==> src/rtl/demux_pkg.sv <==
// Shared constants and types for the 1-to-4 stream demultiplexer.
// Optional per-channel drain counters are enabled with DEMUX_CNT_EN.
package demux_pkg;
   localparam int CH_NUM = 4;
   localparam int SEL_W  = 2;
   localparam int WIDTH  = 5;
   typedef logic [SEL_W-1:0] sel_t;
endpackage

==> src/rtl/demux_slot.sv <==
// One-entry output register for one channel: load, drain and full flag.
// With DEMUX_CNT_EN a saturating drain counter is kept alongside.
module demux_slot
   import demux_pkg::*;
#(
   parameter int WIDTH = demux_pkg::WIDTH
`ifdef DEMUX_CNT_EN
  ,parameter int CNT_W = 8
`endif
) (
   input  logic             clk,
   input  logic             rst_n,
   input  logic             load_i,
   input  logic             ready_i,
   input  logic [WIDTH-1:0] data_i,
   output logic             full_o,
   output logic [WIDTH-1:0] data_o
`ifdef DEMUX_CNT_EN
  ,output logic [CNT_W-1:0] cnt_o
`endif
);

   logic             full_q, full_d;
   logic [WIDTH-1:0] data_q, data_d;
   logic             drain;

   assign drain = full_q & ready_i;

   always_comb begin
      full_d = full_q;
      data_d = data_q;
      if (drain) full_d = 1'b0;
      // A load in the drain cycle refills the slot, keeping full set.
      if (load_i) begin
         full_d = 1'b1;
         data_d = data_i;
      end
   end

   always_ff @(posedge clk or negedge rst_n) begin
      if (!rst_n) begin
         full_q <= 1'b0;
         data_q <= '0;
      end else begin
         full_q <= full_d;
         data_q <= data_d;
      end
   end

   assign full_o = full_q;
   assign data_o = data_q;

`ifdef DEMUX_CNT_EN
   logic [CNT_W-1:0] cnt_q, cnt_d;

   always_comb begin
      cnt_d = cnt_q;
      if (drain && (cnt_q != {CNT_W{1'b1}})) cnt_d = cnt_q + 1'b1;
   end

   always_ff @(posedge clk or negedge rst_n) begin
      if (!rst_n) cnt_q <= '0;
      else        cnt_q <= cnt_d;
   end

   assign cnt_o = cnt_q;
`endif

endmodule

==> src/rtl/demux4t1_5_stream.sv <==
// Steers one valid/ready stream into four independently buffered channels.
// Build with DEMUX_CNT_EN to expose per-channel drain counters on o_cnt.
module demux4t1_5_stream
   import demux_pkg::*;
#(
   parameter int WIDTH = demux_pkg::WIDTH
`ifdef DEMUX_CNT_EN
  ,parameter int CNT_W = 8
`endif
) (
   input  logic                    clk,
   input  logic                    rst_n,
   input  sel_t                    s,
   input  logic [WIDTH-1:0]        i_data,
   input  logic                    i_valid,
   output logic                    i_ready,
   output logic [CH_NUM*WIDTH-1:0] o_data,
   output logic [CH_NUM-1:0]       o_valid,
   input  logic [CH_NUM-1:0]       o_ready
`ifdef DEMUX_CNT_EN
  ,output logic [CH_NUM*CNT_W-1:0] o_cnt
`endif
);

   logic              accept;
   logic [CH_NUM-1:0] load;

   // The addressed slot can take data if empty or being drained now.
   assign i_ready = !o_valid[s] | o_ready[s];
   assign accept  = i_valid & i_ready;

   for (genvar k = 0; k < CH_NUM; k++) begin : g_ch
      assign load[k] = accept & (s == sel_t'(k));

      demux_slot #(
         .WIDTH (WIDTH)
`ifdef DEMUX_CNT_EN
        ,.CNT_W (CNT_W)
`endif
      ) u_slot (
         .clk     (clk),
         .rst_n   (rst_n),
         .load_i  (load[k]),
         .ready_i (o_ready[k]),
         .data_i  (i_data),
         .full_o  (o_valid[k]),
         .data_o  (o_data[k*WIDTH +: WIDTH])
`ifdef DEMUX_CNT_EN
        ,.cnt_o   (o_cnt[k*CNT_W +: CNT_W])
`endif
      );
   end

endmodule
==> config.mk <==
export PLATFORM = sky130hd
export DESIGN_NAME = demux4t1_5_stream
export DESIGN_NICKNAME = d
export VERILOG_FILES = /design/src/rtl/demux_pkg.sv /design/src/rtl/demux_slot.sv /design/src/rtl/demux4t1_5_stream.sv
export SDC_FILE = /design/constraint.sdc
export NUM_CORES = 1
export LEC_CHECK = 0
export ABC_AREA = 1
export CORE_ASPECT_RATIO = 0.8
export CORE_MARGIN = 1
export CORE_UTILIZATION = 46
export CTS_CLUSTER_DIAMETER = 200
export CTS_CLUSTER_SIZE = 8
export DETAILED_ROUTE_END_ITERATION = 12
export PLACE_DENSITY = 0.94
export SLEW_MARGIN = 20
export SYNTH_ARGS = -nofsm -noshare
export SYNTH_HDL_FRONTEND = slang
export SYNTH_HIERARCHICAL = 1
export SYNTH_SLANG_ARGS = --single-unit
==> constraint.sdc <==
create_clock -name clk -period 2.8 [get_ports clk]
set_input_delay 0.42 -clock clk [delete_from_list [all_inputs] [get_ports clk]]
set_output_delay 0.42 -clock clk [all_outputs]
set_load 0.02 [all_outputs]
=== Yosys cells after proc, flatten, opt, wreduce, memory -nomap -nowiden ===
Cells that the tools add are included.

* $lt $le $gt $ge: 1
* Reduce and logical (&&, ||, !) cells: 6
* Bitwise gates (word level): 10
* Equal/unequal tests: 3
* Muxes and demuxes: 12

{| class="wikitable"
|+ Operator list
! kind !! number
|-
| 1-bit 2-to-1 mux || 10
|-
| 1-bit AND || 9
|-
| 2-bit nonzero test || 4
|-
| 1-bit binary-select mux with 2-bit select || 2
|-
| 2-bit equality test (second input constant) || 2
|-
| 2-bit by 3-bit < comparator with 1-bit output (second input constant) || 1
|-
| 2-bit by 1-bit equality test with 1-bit output (second input constant) || 1
|-
| 2-bit zero test || 1
|-
| 1-bit zero test || 1
|-
| 1-bit bitwise OR || 1
|}

* Register bits: 24
* Output and inout port bits: 25
* Word-level logic and storage cells: 40

=== Longest topological paths before layout ===
* Depth after elaboration: 7
* Depth in mapped cells: 12
* Depth with buffers taken out: 11

=== Modules after synthesis ===
The synthesis kept the hierarchy.

{| class="wikitable"
|+ Modules (own cells, without submodules)
! module !! cells an instance !! instances !! area each (µm²) !! sequential area each (µm²)
|-
| demux_slot || 25 || 4 || 221.5 || 150.1
|-
| demux4t1_5_stream || 30 || 1 || 133.9 || 0.0
|}

=== Worst setup path before layout ===
OpenSTA, ideal clock, no wires.

* Path type: input-to-reg
* Start point: input s[0]
* End point: register g_ch[3].u_slot.data_q[0]
* Cell stages on the path: 11
* Setup slack: 1,241 ps
* Library setup time: 117 ps
* Required time: 2,683 ps
* Data arrival time: 1,441 ps
* Path through: buf_6 > nor2_2 > nand2_1 > nand2_1 > nor2_2 > nand2_2 > nand2_2 > nor2_1 > inv_2 > nand2_1 > nand2_1

* Word-level cells in the longest chain between the ends: 6
* Elaborated cells between the ends (all ways): 9
* Classes of those cells: eq/ne (1); mux (4); bitwise (3); reduce/logical (1)

{| class="wikitable"
|+ Ends and longest elaborated chain
! what !! line !! source
|-
| from (decl) || demux4t1_5_stream.sv:13 || <nowiki>input sel_t s,</nowiki>
|-
| 1-bit binary-select mux with 2-bit select || demux4t1_5_stream.sv:29 || <nowiki>assign i_ready = !o_valid[s] | o_ready[s];</nowiki>
|-
| 1-bit 2-to-1 mux (implied by the code) || demux4t1_5_stream.sv:29 ||
|-
| 1-bit zero test || demux4t1_5_stream.sv:29 ||
|-
| 1-bit bitwise OR (*) || demux4t1_5_stream.sv:29 ||
|-
| via i_ready || demux4t1_5_stream.sv:16 || <nowiki>output logic i_ready,</nowiki>
|-
| 1-bit AND (*) || demux4t1_5_stream.sv:30 || <nowiki>assign accept = i_valid & i_ready;</nowiki>
|-
| 1-bit AND (*) || demux4t1_5_stream.sv:33 || <nowiki>assign load[k] = accept & (s == sel_t'(k));</nowiki>
|-
| via load[3] || demux4t1_5_stream.sv:26 || <nowiki>logic [CH_NUM-1:0] load;</nowiki>
|-
| to (signal assigned) || demux_slot.sv:46 || <nowiki>data_q <= data_d;</nowiki>
|-
| to (decl) || demux_slot.sv:24 || <nowiki>logic [WIDTH-1:0] data_q, data_d;</nowiki>
|}

The timed path passes the listed nets; every way through them passes the cells marked *. The select of a mux whose other input is x is not followed.
A chain may end at the register's enable or synchronous reset.

=== Worst setup path after layout ===
* Start point: input s[0]
* End point: output i_ready

* Word-level cells in the longest chain between the ends: 4
* Elaborated cells between the ends (all ways): 6
* Classes of those cells: mux (4); bitwise (1); reduce/logical (1)

{| class="wikitable"
|+ Ends and longest elaborated chain
! what !! line
|-
| 1-bit binary-select mux with 2-bit select || demux4t1_5_stream.sv:29
|-
| 1-bit 2-to-1 mux (implied by the code) || demux4t1_5_stream.sv:29
|-
| 1-bit zero test || demux4t1_5_stream.sv:29
|-
| 1-bit bitwise OR (*) || demux4t1_5_stream.sv:29
|-
| to (decl) || demux4t1_5_stream.sv:16
|}

Mark *: on every way between the ends. The rest lies on a longest branch, timed or not. The select of a mux whose other input is x is not followed.

==> flow_summary.toml <==
[run_status]
status = "finished clean"

[synthesis]
ys_seq_area_frac = 0.589
netlist_instances = 130
synth_top_cell_by_area = "dfrtp_1"
yosysUniqueCellTypes = 9
synth_top_area_frac = 0.589
yosys_warnings = 6
synthesis.nets = 144
syn_avg_cell_area_um2 = 7.84
synth_area_leaders = "dfrtp_1 59%, nand2_1 31%, inv_2 2.2%"
synth_seq_cells = 24
netlist_area_um2 = 1020

[timing]
max_freq_ghz = 0.397
setup_viol = 0
fin_tns_setup_ns = 0
relSlewSlack = 0.706
post-route-min-period_ns = 2.52
period_share = 0.900
tightestPinTransition_ns = 0.440
rsz0062_at_grt = "no"
worst_hold_slack_ns = 0.476
drv_slew = 0
hold_viol_final = 0
worst_clock_skew_ns = 0.00266

[floorplanning]
die_y_um = 44.1
die_x_um = 54.6
rows = 14
start_util = 0.515
die_area_um2 = 2410
io_pins = 39
core_um2 = 1980

[cts]
cts.repair.resized = 0
htreeDepth = 1
insertion_delay_ns = 0.31
cts_setup_buffers = 0
clock-sinks = 24
clk_path_buf_depth = 2
cts_tree = "built"
cts_root_buf = "clkbuf_4"
cts_buffers = 3
cts-hold-fix-buffers = 0
clkTransAtPathRegs_ns = 0.12

[setup_path]
required_ns = 2.38
cp_data_arrival_time_ns = 2.10
crit_top_cell = "nand2_1"
slowest_stage = "clkdlybuf4s50_1"
crit_chain = "clkdlybuf4s50_1 -> inv_2 -> nand2_1 -> nand2_1 -> nand2_1 -> nand2_1 -> nand2_2 -> clkdlybuf4s50_1"
cp_max_fo = 8
worstSetupStartpointType = "input pin"
cp-end-kind = "output pin"
max_stage_delay_ns = 0.66
worst-setup-path-type = "in2out"

[finish]
nets = 187
most-common-layout-cells = "83 x nand2_1, 38 x clkdlybuf4s50_1, 24 x dfrtp_1, 6 x inv_2, 5 x inv_1"
drive_gt1_frac = 0.0819
finalNonFillerCells = 195
final_common_cell = "nand2_1"
diodes = 0
syn_to_final_growth_pct = 42.1
fin_area_um2 = 1450

[global_route]
antenna_found_initial = 0
grt_pass1_vias = 962
grt_overflow = 0
grt_max_degree = 25
track_usage = 0.241
grt_pass1_wl_um = 4000

[power]
cellLeakagePower_nw = 0.765
ir_drop_mv = 0.438
powerDensity_nw_per_um2 = 628

[flow_run]
maxCapViolations = 0

[route]
drtAntennaViolNets = 0
totalWireLength_um = 2520
routedWlPerCell_um = 12.9
routed_via_density = 5.01
drt_first_pass_iters = 4
first_iter_violations = 27
vias = 976
drc_errors = 0

[place]
place_hpwl_um = 1910
placed_cell_area_um2 = 1430
gp_congestion = 0.742
io_buffer_count = 38
dpl.cell_count = 192

[hold_path]
holdCritPathClass = "in2async"
## state kept, by name, indices dropped and copies added (netlist names)
register,flops
g_ch.u_slot/data_o,20
g_ch.u_slot/full_o,4
## worst max-delay path: cells and delay by family
| family | cells | cell delay [ns] |
|---|---|---|
| buffers and inverters | 3 | 1.36 |
| and+or+nand+nor | 5 | 0.32 |
## layer usage
metal | routed length (um) | GRT usage | vias up
li1 | - | - | 471
met1 | 1060 | 0.295 | 446
met2 | 1200 | 0.395 | 55
met3 | 213 | 0.0584 | 4
met4 | 44 | 0.113 | 0
met5 | 0 | 0 | -
## stage by stage
step	power, mW	setup WS [ns]	utilization
after floorplan	0.592	1.24	-
after global placement	0.760	0.396	0.721
after detailed placement	0.772	0.317	0.721
after CTS	0.915	0.306	0.732
after global routing	0.960	0.207	0.732
final	0.910	0.280	0.732
## power breakdown
part	internal, mW	switching (mW)
logic	0.150	0.173
clock network	0.0503	0.0928
registers	0.407	0.0370
total	0.607	0.303
## final timing paths
check / startpoint / endpoint / slack, ns / depth (start not counted)
worst max-delay path: s[0] / i_ready / 0.28 / 8
min in group clk: g_ch[3].u_slot/data_o[1]$_DFFE_PN0P_ / g_ch[3].u_slot/data_o[1]$_DFFE_PN0P_ / 0.48 / 2
worst min register to register: g_ch[3].u_slot/data_o[1]$_DFFE_PN0P_ / g_ch[3].u_slot/data_o[1]$_DFFE_PN0P_ / 0.48 / 2
worst min-delay path: rst_n / g_ch[2].u_slot/data_o[4]$_DFFE_PN0P_ / 0.48 / 2
max in group asynchronous: rst_n / g_ch[1].u_slot/data_o[1]$_DFFE_PN0P_ / 2.10 / 2
worst max register to register: g_ch[3].u_slot/full_o$_DFFE_PN0P_ / g_ch[0].u_slot/data_o[4]$_DFFE_PN0P_ / 1.24 / 10
## cell families (layout without fill, tap and decap cells)
group,Yosys count,after routing,share of synthesized area
buffers and inverters,12,53,0.0515
and+or+nand+nor,94,94,0.359
DFF,24,24,0.589
## Yosys cell counts (all sizes together)
master	n
buf	1
nand2	85
dfrtp	24
inv	11
nor2	6
nand3	3
## layout make-up
class | instances | area (um2)
Timing Repair Buffer | 39 | 388
Clock buffer | 3 | 22.5
Fill cell | 146 | 531
Multi-Input combinational cell | 94 | 367
Inverter | 11 | 41.3
Sequential cell | 24 | 601
Tap cell | 24 | 30.0
Note: power is estimated with default switching activity, not from simulation.
